===== config.mk =====
export PLATFORM = sky130hd
export DESIGN_NAME = axi_riscv_lrsc_table
export DESIGN_NICKNAME = d
export VERILOG_FILES = /design/src/rtl/axi_riscv_lrsc_table.sv
export SDC_FILE = /design/constraint.sdc
export NUM_CORES = 1
export LEC_CHECK = 0
export BUFFER_PORTS_ARGS = -buffer_cell sky130_fd_sc_hd__buf_2
export CELL_PAD_IN_SITES_DETAIL_PLACEMENT = 1
export CELL_PAD_IN_SITES_GLOBAL_PLACEMENT = 1
export CORE_MARGIN = 1
export CORE_UTILIZATION = 50
export CTS_CLUSTER_DIAMETER = 150
export DETAILED_ROUTE_END_ITERATION = 6
export PLACE_DENSITY_LB_ADDON = 0.08
export SETUP_SLACK_MARGIN = 0.4
export SLEW_MARGIN = 20
export SYNTH_ARGS = -nofsm -noshare
export SYNTH_HDL_FRONTEND = slang
export SYNTH_SLANG_ARGS = --single-unit

===== constraint.sdc =====
create_clock -name clk_i -period 11.4 [get_ports clk_i]
set_input_delay 1.14 -clock clk_i [delete_from_list [all_inputs] [get_ports clk_i]]
set_output_delay 1.14 -clock clk_i [all_outputs]
set_load 0.05 [all_outputs]

===== src/rtl/axi_riscv_lrsc_table.sv =====
// ---------------------------------------------------------------------------
// axi_riscv_lrsc_table : LR/SC reservation table with per-ID slots, granule
//                        matching, round-robin eviction and optional timeout.
// Revision: 1.0 - initial release
// ---------------------------------------------------------------------------
`default_nettype none

module axi_riscv_lrsc_table #(
  parameter int ADDR_WIDTH     = 64,
  parameter int ID_WIDTH       = 5,
  parameter int NUM_SLOTS      = 4,
  parameter int RES_GRANULE    = 8,
  parameter int TIMEOUT_CYCLES = 0
) (
  input  logic                           clk_i,
  input  logic                           rst_i,
  input  logic                           req_valid_i,
  output logic                           req_ready_o,
  input  logic [1:0]                     req_op_i,
  input  logic [ID_WIDTH-1:0]            req_id_i,
  input  logic [ADDR_WIDTH-1:0]          req_addr_i,
  output logic                           rsp_valid_o,
  input  logic                           rsp_ready_i,
  output logic                           rsp_sc_ok_o,
  output logic [ID_WIDTH-1:0]            rsp_id_o,
  output logic [$clog2(NUM_SLOTS+1)-1:0] occupancy_o
);

  localparam int c_gran_shift = $clog2(RES_GRANULE);
  localparam int c_gran_w     = ADDR_WIDTH - c_gran_shift;
  localparam int c_idx_w      = (NUM_SLOTS > 1) ? $clog2(NUM_SLOTS) : 1;
  localparam int c_age_w      = (TIMEOUT_CYCLES > 1) ? $clog2(TIMEOUT_CYCLES) : 1;
  localparam int c_age_max    = (TIMEOUT_CYCLES > 0) ? TIMEOUT_CYCLES - 1 : 0;
  localparam int c_occ_w      = $clog2(NUM_SLOTS + 1);

  localparam logic [1:0] c_op_lr  = 2'b00;
  localparam logic [1:0] c_op_sc  = 2'b01;
  localparam logic [1:0] c_op_wr  = 2'b10;

  logic [NUM_SLOTS-1:0] r_valid;
  logic [ID_WIDTH-1:0]  r_id   [NUM_SLOTS];
  logic [c_gran_w-1:0]  r_gran [NUM_SLOTS];
  logic [c_age_w-1:0]   r_age  [NUM_SLOTS];
  logic [c_idx_w-1:0]   r_evict_ptr;
  logic                 r_rsp_valid;
  logic                 r_rsp_sc_ok;
  logic [ID_WIDTH-1:0]  r_rsp_id;

  logic [NUM_SLOTS-1:0] w_valid_nxt;
  logic [ID_WIDTH-1:0]  w_id_nxt   [NUM_SLOTS];
  logic [c_gran_w-1:0]  w_gran_nxt [NUM_SLOTS];
  logic [c_age_w-1:0]   w_age_nxt  [NUM_SLOTS];
  logic [c_idx_w-1:0]   w_ptr_nxt;

  logic [c_gran_w-1:0]  w_req_gran;
  logic [NUM_SLOTS-1:0] w_hit_id;
  logic [NUM_SLOTS-1:0] w_hit_gran;
  logic [NUM_SLOTS-1:0] w_expire;
  logic                 w_sc_ok;
  logic                 w_accept;
  logic                 w_free_found;
  logic [c_idx_w-1:0]   w_free_idx;
  logic [c_idx_w-1:0]   w_id_idx;
  logic [c_idx_w-1:0]   w_lr_idx;
  logic                 w_evict;
  logic [c_occ_w-1:0]   w_occ;

  assign w_req_gran  = req_addr_i[ADDR_WIDTH-1:c_gran_shift];
  assign req_ready_o = !r_rsp_valid || rsp_ready_i;
  assign w_accept    = req_valid_i && req_ready_o;
  assign w_sc_ok     = |(w_hit_id & w_hit_gran);

  generate
    if (c_gran_shift > 0) begin : g_addr_lsb
      logic w_unused_addr_lsb;
      assign w_unused_addr_lsb = ^req_addr_i[c_gran_shift-1:0];
    end
    for (genvar gi = 0; gi < NUM_SLOTS; gi++) begin : g_slot
      if (TIMEOUT_CYCLES > 0) begin : g_timeout
        assign w_expire[gi] = r_valid[gi] && (r_age[gi] == c_age_w'(c_age_max));
      end else begin : g_no_timeout
        assign w_expire[gi] = 1'b0;
      end
    end
  endgenerate

  always_comb begin
    w_hit_id   = '0;
    w_hit_gran = '0;
    w_occ      = '0;
    for (int i = 0; i < NUM_SLOTS; i++) begin
      w_hit_id[i]   = r_valid[i] && (r_id[i] == req_id_i);
      w_hit_gran[i] = r_valid[i] && (r_gran[i] == w_req_gran);
      w_occ         = w_occ + c_occ_w'(r_valid[i]);
    end
  end

  // LR slot choice: own slot first, then lowest free slot, else evict.
  always_comb begin
    w_free_found = 1'b0;
    w_free_idx   = '0;
    w_id_idx     = '0;
    w_lr_idx     = r_evict_ptr;
    w_evict      = 1'b0;
    for (int i = NUM_SLOTS - 1; i >= 0; i--) begin
      if (!r_valid[i]) begin
        w_free_found = 1'b1;
        w_free_idx   = c_idx_w'(i);
      end
      if (w_hit_id[i]) w_id_idx = c_idx_w'(i);
    end
    if (|w_hit_id)         w_lr_idx = w_id_idx;
    else if (w_free_found) w_lr_idx = w_free_idx;
    else                   w_evict  = 1'b1;
  end

  // Ageing is applied first so that an LR to the same slot overrides expiry.
  always_comb begin
    w_valid_nxt = r_valid;
    w_id_nxt    = r_id;
    w_gran_nxt  = r_gran;
    w_age_nxt   = r_age;
    w_ptr_nxt   = r_evict_ptr;
    for (int i = 0; i < NUM_SLOTS; i++) begin
      if (TIMEOUT_CYCLES > 0 && r_valid[i]) begin
        if (w_expire[i]) w_valid_nxt[i] = 1'b0;
        else             w_age_nxt[i]   = r_age[i] + c_age_w'(1);
      end
    end
    if (w_accept) begin
      case (req_op_i)
        c_op_lr: begin
          w_valid_nxt[w_lr_idx] = 1'b1;
          w_id_nxt[w_lr_idx]    = req_id_i;
          w_gran_nxt[w_lr_idx]  = w_req_gran;
          w_age_nxt[w_lr_idx]   = '0;
          if (w_evict)
            w_ptr_nxt = (r_evict_ptr == c_idx_w'(NUM_SLOTS - 1)) ? '0
                                                                 : r_evict_ptr + c_idx_w'(1);
        end
        c_op_sc: begin
          for (int i = 0; i < NUM_SLOTS; i++)
            if (w_hit_id[i] || (w_sc_ok && w_hit_gran[i])) w_valid_nxt[i] = 1'b0;
        end
        c_op_wr: begin
          for (int i = 0; i < NUM_SLOTS; i++)
            if (w_hit_gran[i]) w_valid_nxt[i] = 1'b0;
        end
        default: begin
          w_valid_nxt = '0;
          w_ptr_nxt   = '0;
        end
      endcase
    end
  end

  always_ff @(posedge clk_i or posedge rst_i) begin
    if (rst_i) begin
      r_valid     <= '0;
      r_evict_ptr <= '0;
      r_rsp_valid <= 1'b0;
      r_rsp_sc_ok <= 1'b0;
      r_rsp_id    <= '0;
      for (int i = 0; i < NUM_SLOTS; i++) begin
        r_id[i]   <= '0;
        r_gran[i] <= '0;
        r_age[i]  <= '0;
      end
    end else begin
      r_valid     <= w_valid_nxt;
      r_id        <= w_id_nxt;
      r_gran      <= w_gran_nxt;
      r_age       <= w_age_nxt;
      r_evict_ptr <= w_ptr_nxt;
      if (w_accept) begin
        r_rsp_valid <= 1'b1;
        r_rsp_sc_ok <= (req_op_i == c_op_sc) && w_sc_ok;
        r_rsp_id    <= req_id_i;
      end else if (rsp_ready_i) begin
        r_rsp_valid <= 1'b0;
      end
    end
  end

  assign rsp_valid_o = r_rsp_valid;
  assign rsp_sc_ok_o = r_rsp_sc_ok;
  assign rsp_id_o    = r_rsp_id;
  assign occupancy_o = w_occ;

endmodule

`default_nettype wire


# --- Word-level counts from Yosys, hierarchy flattened ---
# Index checks and enable logic that the tools add are counted.
totals:
  reg_bits: 277
  input_bits: 75
  out_inout_bits: 11
  wordCells: 119
op_classes:
  n_addsub: 4
  magnitude_cmp: 4
  n_eq_ne: 20
  mux: 38
  bitwise_logic: 4
  n_reduce_logical: 33
op_table:
  columns: ["op", "n"]
  rows:
  - ["$bwmux 244", 1]
  - ["$eq 61x61->1", 4]
  - ["$demux 61 s2", 1]
  - ["$mux 61", 1]
  - ["$mux 2", 12]
  - ["$bwmux 20", 1]
  - ["$eq 5x5->1", 4]
  - ["$ne 2x2->1 const B", 9]
  - ["$mux 1", 17]
  - ["$logic_and 1x1->1", 16]
  - ["$reduce_and 3->1", 5]
  - ["$pmux 4 s3", 1]
  - ["$demux 5 s2", 1]
  - ["$reduce_or 4->1", 2]
  - ["$logic_or 1x1->1", 5]
  - ["$mux 5", 1]
  - ["$and 4x4->4", 1]
  - ["$eq 2x2->1 const B", 2]
  - ["$or 4x4->4", 1]
  - ["$pmux 2 s2", 1]
  - ["$add 2x1->3", 1]
  - ["$add 3x1->3", 1]
  - ["$ge 3x3->1 const B", 1]
  - ["$lt 2x3->1 const B", 1]
  - ["other kinds (13)", 13]

# --- Logic depth before layout (Yosys ltp) ---
# Gate-level depths: netlist of run 1.
depth:
  ltp_word: 13
  depth_mapped: 11
  ltp_nobuf: 8

# --- Worst setup path before layout of run 1 ---
# OpenSTA, ideal clock, no wires.
synth_timing:
  kind: "input to register"
  from: "input req_id_i[0]"
  to: "register r_gran[26] in the netlist's numbering"
  setup_time_ps: 128
  arrival_ps: 3162
  required_ps: 11272
  setup_slack_ps: 8110
  stages: 9
  path_cell_list: "buf_2 -> xor2_1 -> nor4_2 -> and3_1 -> o311ai_4 -> nor4_4 -> buf_6 -> buf_6 -> mux2_1"
synth_via:
  elab_chain_len: 13
synth_lines:
  columns: ["item", "line_no", "text"]
  rows:
  - ["start: declaration", "20", "input logic [ID_WIDTH-1:0] req_id_i,"]
  - ["$eq 5x5->1", "92", "w_hit_id[i] = r_valid[i] && (r_id[i] == req_id_i);"]
  - ["$logic_and 1x1->1", "92", null]
  - ["$mux 2 (4 in a row)", "110", "if (w_hit_id[i]) w_id_idx = c_idx_w'(i);"]
  - ["$mux 2 *", "112", "if (|w_hit_id) w_lr_idx = w_id_idx;"]
  - ["$not 2->3 *", null, null]
  - ["$ge 3x3->1 or $lt 3x1->1 (tied branches)", null, null]
  - ["$logic_and 1x1->1", null, null]
  - ["$mux 61 (not written as such)", "135", "w_gran_nxt[w_lr_idx] = w_req_gran;"]
  - ["$demux 61 s2 *", "135", null]
  - ["$bwmux 244 *", "135", null]
  - ["end signal: assignment", "172", "r_gran <= w_gran_nxt;"]
  - ["end: declaration", "42", "logic [c_gran_w-1:0] r_gran [NUM_SLOTS];"]
# Every way passes the cells marked *; elsewhere a longest branch is shown, timed or not.
# A chain may end at the register's enable or synchronous reset.

# --- Worst setup path after layout of run 1 ---
layout_timing:
  from: "input req_id_i[0]"
  to: "register r_gran[65] in the netlist's numbering"
# Same word-level chain as after synthesis.

==> results of run 1 <==
-- worst register-to-register path: cells and delay by family (launching register included) --
kind                      cells  cell delay (ns)
buffers and inverters         3             1.12
AOI/OAI and AO/OA             1             0.27
and+or+nand+nor               3             0.92
muxes                         1             0.49
DFF                           1             0.39
xor gates and xnor gates      1             0.14
-- cells by family after synthesis --
| family | Yosys count | synth area share |
|---|---|---|
| muxes | 245 | 0.189 |
| adders and majority gates | 7 | 0.00644 |
| DFF | 277 | 0.470 |
| xor gates and xnor gates | 220 | 0.131 |
| buffers and inverters | 126 | 0.0428 |
| and+or+nand+nor | 321 | 0.126 |
| AOI/OAI and AO/OA | 72 | 0.0348 |
-- area by class of cell --
cell class	instances	area, um2
repair buffers	90	494
diodes	1	2.50
clock buffers	51	931
well taps	384	480
multi-input cells	865	7210
clock inverters	7	38.8
fillers	3010	12700
flip-flops and latches	277	6930
inverters	29	116
-- cell usage after synthesis, types with 16 or more instances --
| master | count | share of area |
|---|---|---|
| xor2_1 | 100 | 0.059 |
| o21ai_0 | 25 | 0.0085 |
| clkbuf_1 | 58 | 0.015 |
| xnor2_1 | 119 | 0.071 |
| nor4_1 | 40 | 0.017 |
| nand4_1 | 62 | 0.026 |
| inv_1 | 29 | 0.0074 |
| buf_2 | 16 | 0.0054 |
| mux2_1 | 63 | 0.048 |
| mux2_2 | 171 | 0.13 |
| nand2_1 | 66 | 0.017 |
| nand2b_1 | 68 | 0.029 |
| dfrtp_1 | 277 | 0.47 |
| nand3_1 | 17 | 0.0058 |
-- flip-flops by register name, indices dropped and copies added (netlist names) --
| name | cells |
|---|---|
| r_valid | 4 |
| r_gran | 244 |
| r_id | 20 |
| rsp_valid_o | 1 |
| rsp_sc_ok_o | 1 |
| r_evict_ptr | 2 |
| rsp_id_o | 5 |
-- power groups by stage --
stage | clock network [mW] | registers [mW] | logic [mW]
6_report | 0.960 | 1.66 | 1.21
5_1_grt | 1.02 | 1.71 | 1.31
4_1_cts | 0.982 | 1.66 | 1.21
3_5_place_dp | 0 | 1.67 | 1.20
3_3_place_gp | 0 | 1.64 | 1.16
2_1_floorplan | 0 | 1.60 | 0.920
-- how the worst max path moves through the flow --
stage                 from             end  slack [ns]
2_1_floorplan        rst_i  r_evict_ptr[0]        2.62
3_3_place_gp   req_id_i[0]     r_gran[115]        7.04
3_5_place_dp   req_id_i[0]      r_gran[98]        6.97
4_1_cts        req_id_i[0]      r_gran[72]        7.54
5_1_grt        req_id_i[0]     r_gran[100]        7.42
6_report       req_id_i[0]      r_gran[65]        7.57
-- through the flow --
step	area, um2	instances	setup WS (ns)
2_1_floorplan	14800	1268	2.62
6_report	16200	1704	7.57
3_5_place_dp	15200	1644	6.97
5_1_grt	16200	1703	7.42
4_1_cts	16200	1702	7.54
3_3_place_gp	15200	1644	7.04
-- metal layers --
layer  vias to the layer above  GRT usage  part of all wire
li1                       4466          -                 -
met1                      5177      0.397              0.45
met2                       238      0.454              0.47
met3                        84     0.0441             0.046
met4                         0      0.105             0.037
met5                         -          0                 0
==> metrics.txt, run 1 <==
status=completed; EDFF count, synth=0; Crit path required time=11.86 ns; CTS tree=done; syn nets=1350; Layout Skew=0.0209 ns; Layout Area Growth over Synthesis=9.78%; Synth cell types=61; worst IR drop on VDD=0.169 mV; Syn Std Cell Area=14800 um2; post-DP HPWL=30100 um; Final nets=1376; post-synthesis register bit count=277; worst path cell trace=buf_2, xor2_1, nor4_1, nand3_1, o311ai_4, inv_1, nand4_1, buf_4, buf_4, mux2_2; RSZ-0062 raised after global routing=no; H-Tree Depth=1; Pwr Density=237 nW/um2; Hold EP=rsp_id_o[0]; Synth warnings=0; async set-reset flop share out of synthesis=1.00; Slew HR=0.302; critical path class=in2reg; worst min path class=reg2reg; Hold WS=0.470 ns; share of layout cells above drive strength 1=0.250; delay-heaviest family, CP=buffers and inverters; worst r2r src=r_id[15]; clk slew on worst S/H paths=0.06 ns; post-route ant nets=0; Num Clock Sinks=277; Pins Over Slew Limit=0; cts repair resizes=0; crit-path max cell delay=0.62 ns; Final Hold Viols=0; Post-synth top flop=dfrtp_1; # port buffers=82; Die H=174 um; total CTS buffers=31; Critical Path Source Type=input pin; most frequent cells in the layout=dfrtp_1 (277), mux2_2 (171), xnor2_1 (119); switch share=0.343; Syn Inst Count=1268; Int Pwr=2.52 mW; I/O pin count=86; flop2flop setup slack=7.96 ns; LEAKAGE=7.18 nW; largest net degree at the start of global routing=127; Final Util=0.562; count of standard-cell rows=62; Syn Area/Cell=11.6 um2; Worst Path Arrival=4.29 ns; vias in the first global route=10495; Reg2Reg Depth=9; commonest non-fill, non-tap cell in the layout=dfrtp_1; clock power share=0.251; DR pass1 iterations=5; first-pass GRT wire length=64700 um; # Max-Cap Violations=0; Root Driver=clkbuf_16; Total Routing Usage GR=0.286; Worst-Skew Late Latency=0.57 ns; WL/cell=24.6 um; Vias/cell=5.85; hold_sp=rsp_id_o[0]; critical path depth=10; DRT Wirelength=42000 um; Slowest cell on crit path=buf_4; sequential share of the synthesized area=0.470; Min-Delay Path Depth=2; setup_tns=0 ns; die area=30200 um2; global route overflow=0; initial antenna violation count=1; Final Setup Violations=0; fin crit share=0.336; Post-CTS Setup Bufs=0; crit path capture type=flop; # hold bufs at CTS=0; RR Endpoint=r_gran[65]; Worst Path Buf+Inv=4; Seq pwr share=0.434; PnR Total Power=3.83 mW; Residual DRC=0; Tmin final=3.83 ns; Net Sw Power=1.31 mW; crit-path most repeated cell=buf_4; Placer Congestion=0.918; initial drt markers=606; Clock Path Buffers=3; vias=9965; starting density of the core=0.512; Fmax achieved=0.261 GHz; core area=28900 um2; Max FO, Critical Path=54; Worst Tran Pin Value=1.05 ns; Comb pwr share=0.316; Die X-Extent=174 um
(Power assumes the default switching activity.)
==> inputs of run 2 (changes only) <==
--- a/config.mk
+++ b/config.mk
@@ -5,11 +5,12 @@
 export SDC_FILE = /design/constraint.sdc
 export NUM_CORES = 1
 export LEC_CHECK = 0
+export ABC_AREA = 1
 export BUFFER_PORTS_ARGS = -buffer_cell sky130_fd_sc_hd__buf_2
 export CELL_PAD_IN_SITES_DETAIL_PLACEMENT = 1
 export CELL_PAD_IN_SITES_GLOBAL_PLACEMENT = 1
 export CORE_MARGIN = 1
-export CORE_UTILIZATION = 50
+export CORE_UTILIZATION = 41
 export CTS_CLUSTER_DIAMETER = 150
 export DETAILED_ROUTE_END_ITERATION = 6
 export PLACE_DENSITY_LB_ADDON = 0.08
==> constraint.sdc (replaced) <==
create_clock -name clk_i -period 3.3 [get_ports clk_i]
set_input_delay 0.33 -clock clk_i [delete_from_list [all_inputs] [get_ports clk_i]]
set_output_delay 0.33 -clock clk_i [all_outputs]
set_load 0.05 [all_outputs]
==> metrics.txt, run 2 <==
status=finished, violations left; failing checks=design-rule violations; initial antenna violation count=1 (unchanged); Post-Place Worst Slack=0.569 ns (-6.40 ns); Die X-Extent=192 um (+10%); top cells by area, synth=dfrtp_1 (47%), nand2_1 (22%), o21ai_1 (6.2%); Compound-Gate Fraction of Synth Area=0.142 (+0.107); Reg with most FFs=r_gran; commonest non-fill, non-tap cell in the layout=nand2_1; worst path cell trace=inv_1, fa_1, inv_1, ha_1, ha_1, buf_2; RSZ-0062 raised after global routing=yes; worst IR drop on VDD=0.376 mV (+120%); max FFs per register=244 (unchanged); Synth top area share=0.469 (-0.000517); H-Tree Depth=2 (+1); total CTS buffers=34 (+9.7%); core area=35500 um2 (+23%); critical path class=reg2out; WL/cell=19.8 um (-20%); global route overflow=0 (unchanged); Adder-Cell Fraction of Synth Area=0.00643 (-0.00000709); Layout Area Growth over Synthesis=14.6%; vias=13635 (+37%); # port buffers=82 (unchanged); clk slew on worst S/H paths=0.06 ns (about the same); Pwr Density=669 nW/um2 (+180%); most frequent cell after synthesis=nand2_1; CTS tree=done; crit path capture type=primary output; Residual DRC=1 (+1); post-route ant nets=0 (unchanged); Synth cell types=27 (-56%); ant diodes=0 (-1); Syn Area/Cell=7.12 um2 (-39%); Pins Over Slew Limit=0 (unchanged); initial drt markers=1013 (+67%); Num Clock Sinks=277 (unchanged); Fmax achieved=0.363 GHz; count of standard-cell rows=69 (+11%); largest family of logic cells by synthesized area=simple AND/OR/NAND/NOR gates; Finished Layout Cells=2642 (+55%); Crit path required time=2.97 ns (-8.89 ns); Final nets=2238 (+63%); # Max-Cap Violations=0 (unchanged); DRT Wirelength=52300 um (+25%); worst setup margin=0.544 ns (-7.02 ns); Slew HR=0.400 (+0.0984); Post-synth top flop=dfrtp_1; Critical Path Source Type=flop; DR pass1 iterations=7 (+2); Syn Inst Count=2075 (+64%); Final Hold Viols=0 (unchanged); Tmin final=2.76 ns; Placer Congestion=0.879 (-4.2%); most frequent cells in the layout=nand2_1 (861), dfrtp_1 (276), inv_1 (221); Clock Path Buffers=3 (unchanged); first-pass GRT wire length=80400 um (+24%); LEAKAGE=8.51 nW (+18%); synth cell count leaders=nand2_1 (861), dfrtp_1 (277), inv_1 (222); XOR/XNOR share of the synthesized area=0.0202 (-0.111); Worst-Skew Late Latency=0.52 ns (-0.05 ns); fillcell total=4544 (+51%); post-synthesis register bit count=277 (unchanged); Synth warnings=0 (unchanged); sequential share of the synthesized area=0.469 (-0.000517); mux cell area share after synthesis=0 (-0.189); fin area=16900 um2 (+4.5%); worst min path class=in2reg; Vias/cell=5.16 (-12%); Die H=192 um (+10%); async set-reset flop share out of synthesis=1.00 (unchanged); Synth Area in Simple Gates=0.273 (+0.147); crit-path max cell delay=0.50 ns (-0.12 ns); Slowest cell on crit path=dfrtp_1; PnR Total Power=11.3 mW (+200%); Final Setup Violations=0 (unchanged); I/O pin count=86 (unchanged); placed cell area=15700 um2 (+3.4%); Layout Skew=0.0182 ns (-0.00270 ns); post-DP HPWL=39600 um (+32%); cell taking the most area after synthesis=dfrtp_1; largest net degree at the start of global routing=83 (-35%); die area=36800 um2 (+22%); Cell Count Post-Placement=2580 (+57%); fin crit share=0.835; Worst Path Arrival=2.43 ns (-1.86 ns); Final Util=0.477 (-0.0844); Worst Tran Pin Value=0.898 ns (-0.150 ns); syn nets=2157 (+60%); Max FO, Critical Path=4 (-93%); Syn Std Cell Area=14800 um2 (+0.11%); share of layout cells above drive strength 1=0.0995 (-0.151); Root Driver=clkbuf_16; starting density of the core=0.416 (-0.0951); vias in the first global route=13457 (+28%); Total Routing Usage GR=0.293 (+0.00720); EDFF count, synth=0 (unchanged)
==> run 2: critical path: cells and delay by family, from the launching register on <==
| kind | cells | cell delay [ns] |
|---|---|---|
| DFF | 1 | 0.50 |
| buffers and inverters | 3 | 0.46 |
| adders and majority gates | 3 | 0.94 |
==> run 2: cells by family after synthesis <==
family | count (synthesis)
AO/OA/AOI/OAI | 394
AND/OR/NAND/NOR | 1056
XOR/XNOR | 34
flip-flops | 277
adder cells (fa/ha/maj) | 7
buffers and inverters | 307
==> run 2: what timing repair did <==
item	in CTS	in global routing
resized for setup	0	3
hold endpoints to repair	13	0
buffers inserted	0	0
hold buffers	1	0
endpoints found under the setup margin	0	56
==> run 2: layout make-up <==
type | instances | area, um2 | share of cell area
sequential | 277 | 6930 | 0.409
multi-input combinational | 1491 | 6570 | 0.388
clock buffer | 55 | 1100 | 0.0652
inverter | 240 | 905 | 0.0534
timing repair buffer | 112 | 767 | 0.0453
tap | 461 | 577 | 0.0341
clock inverter | 6 | 80.1 | 0.00473
==> run 2: layer usage <==
metal	vias to the layer above	wire length [um]	GRT usage
li1	6588	-	-
met4	0	1040	0.0693
met1	6744	25300	0.428
met5	-	0	0
met2	250	24000	0.464
met3	53	2010	0.0309
==> run 2: metrics by stage <==
stage / setup TNS [ns] / hold slack, ns
6_report: 0 / 0.135
3_5_place_dp: 0 / 0.467
3_3_place_gp: 0 / 0.461
4_1_cts: 0 / 0.119
5_1_grt: 0 / 0.149
2_1_floorplan: -192.61 / 0.453
==> run 2: path summary, 6_finish.rpt <==
kind / startpoint / end / slack [ns] / depth (start not counted)
max in group asynchronous: rst_i / r_gran[97] / 1.90 / 4
max reg2reg: r_valid[3] / r_gran[157] / 0.66 / 12
max: r_valid[3] / occupancy_o[1] / 0.54 / 6
min: req_valid_i / rsp_sc_ok_o / 0.13 / 3
min in group asynchronous: rst_i / r_gran[201] / 0.55 / 3
min reg2reg: rsp_id_o[2] / rsp_id_o[2] / 0.47 / 2
==> run 2: report_power, final <==
part	leakage (nW)	internal, mW	switching (mW)
clock network	0.587	2.44	1.50
registers	3.67	4.15	0.603
logic	4.25	0.911	1.71
total	8.51	7.50	3.82
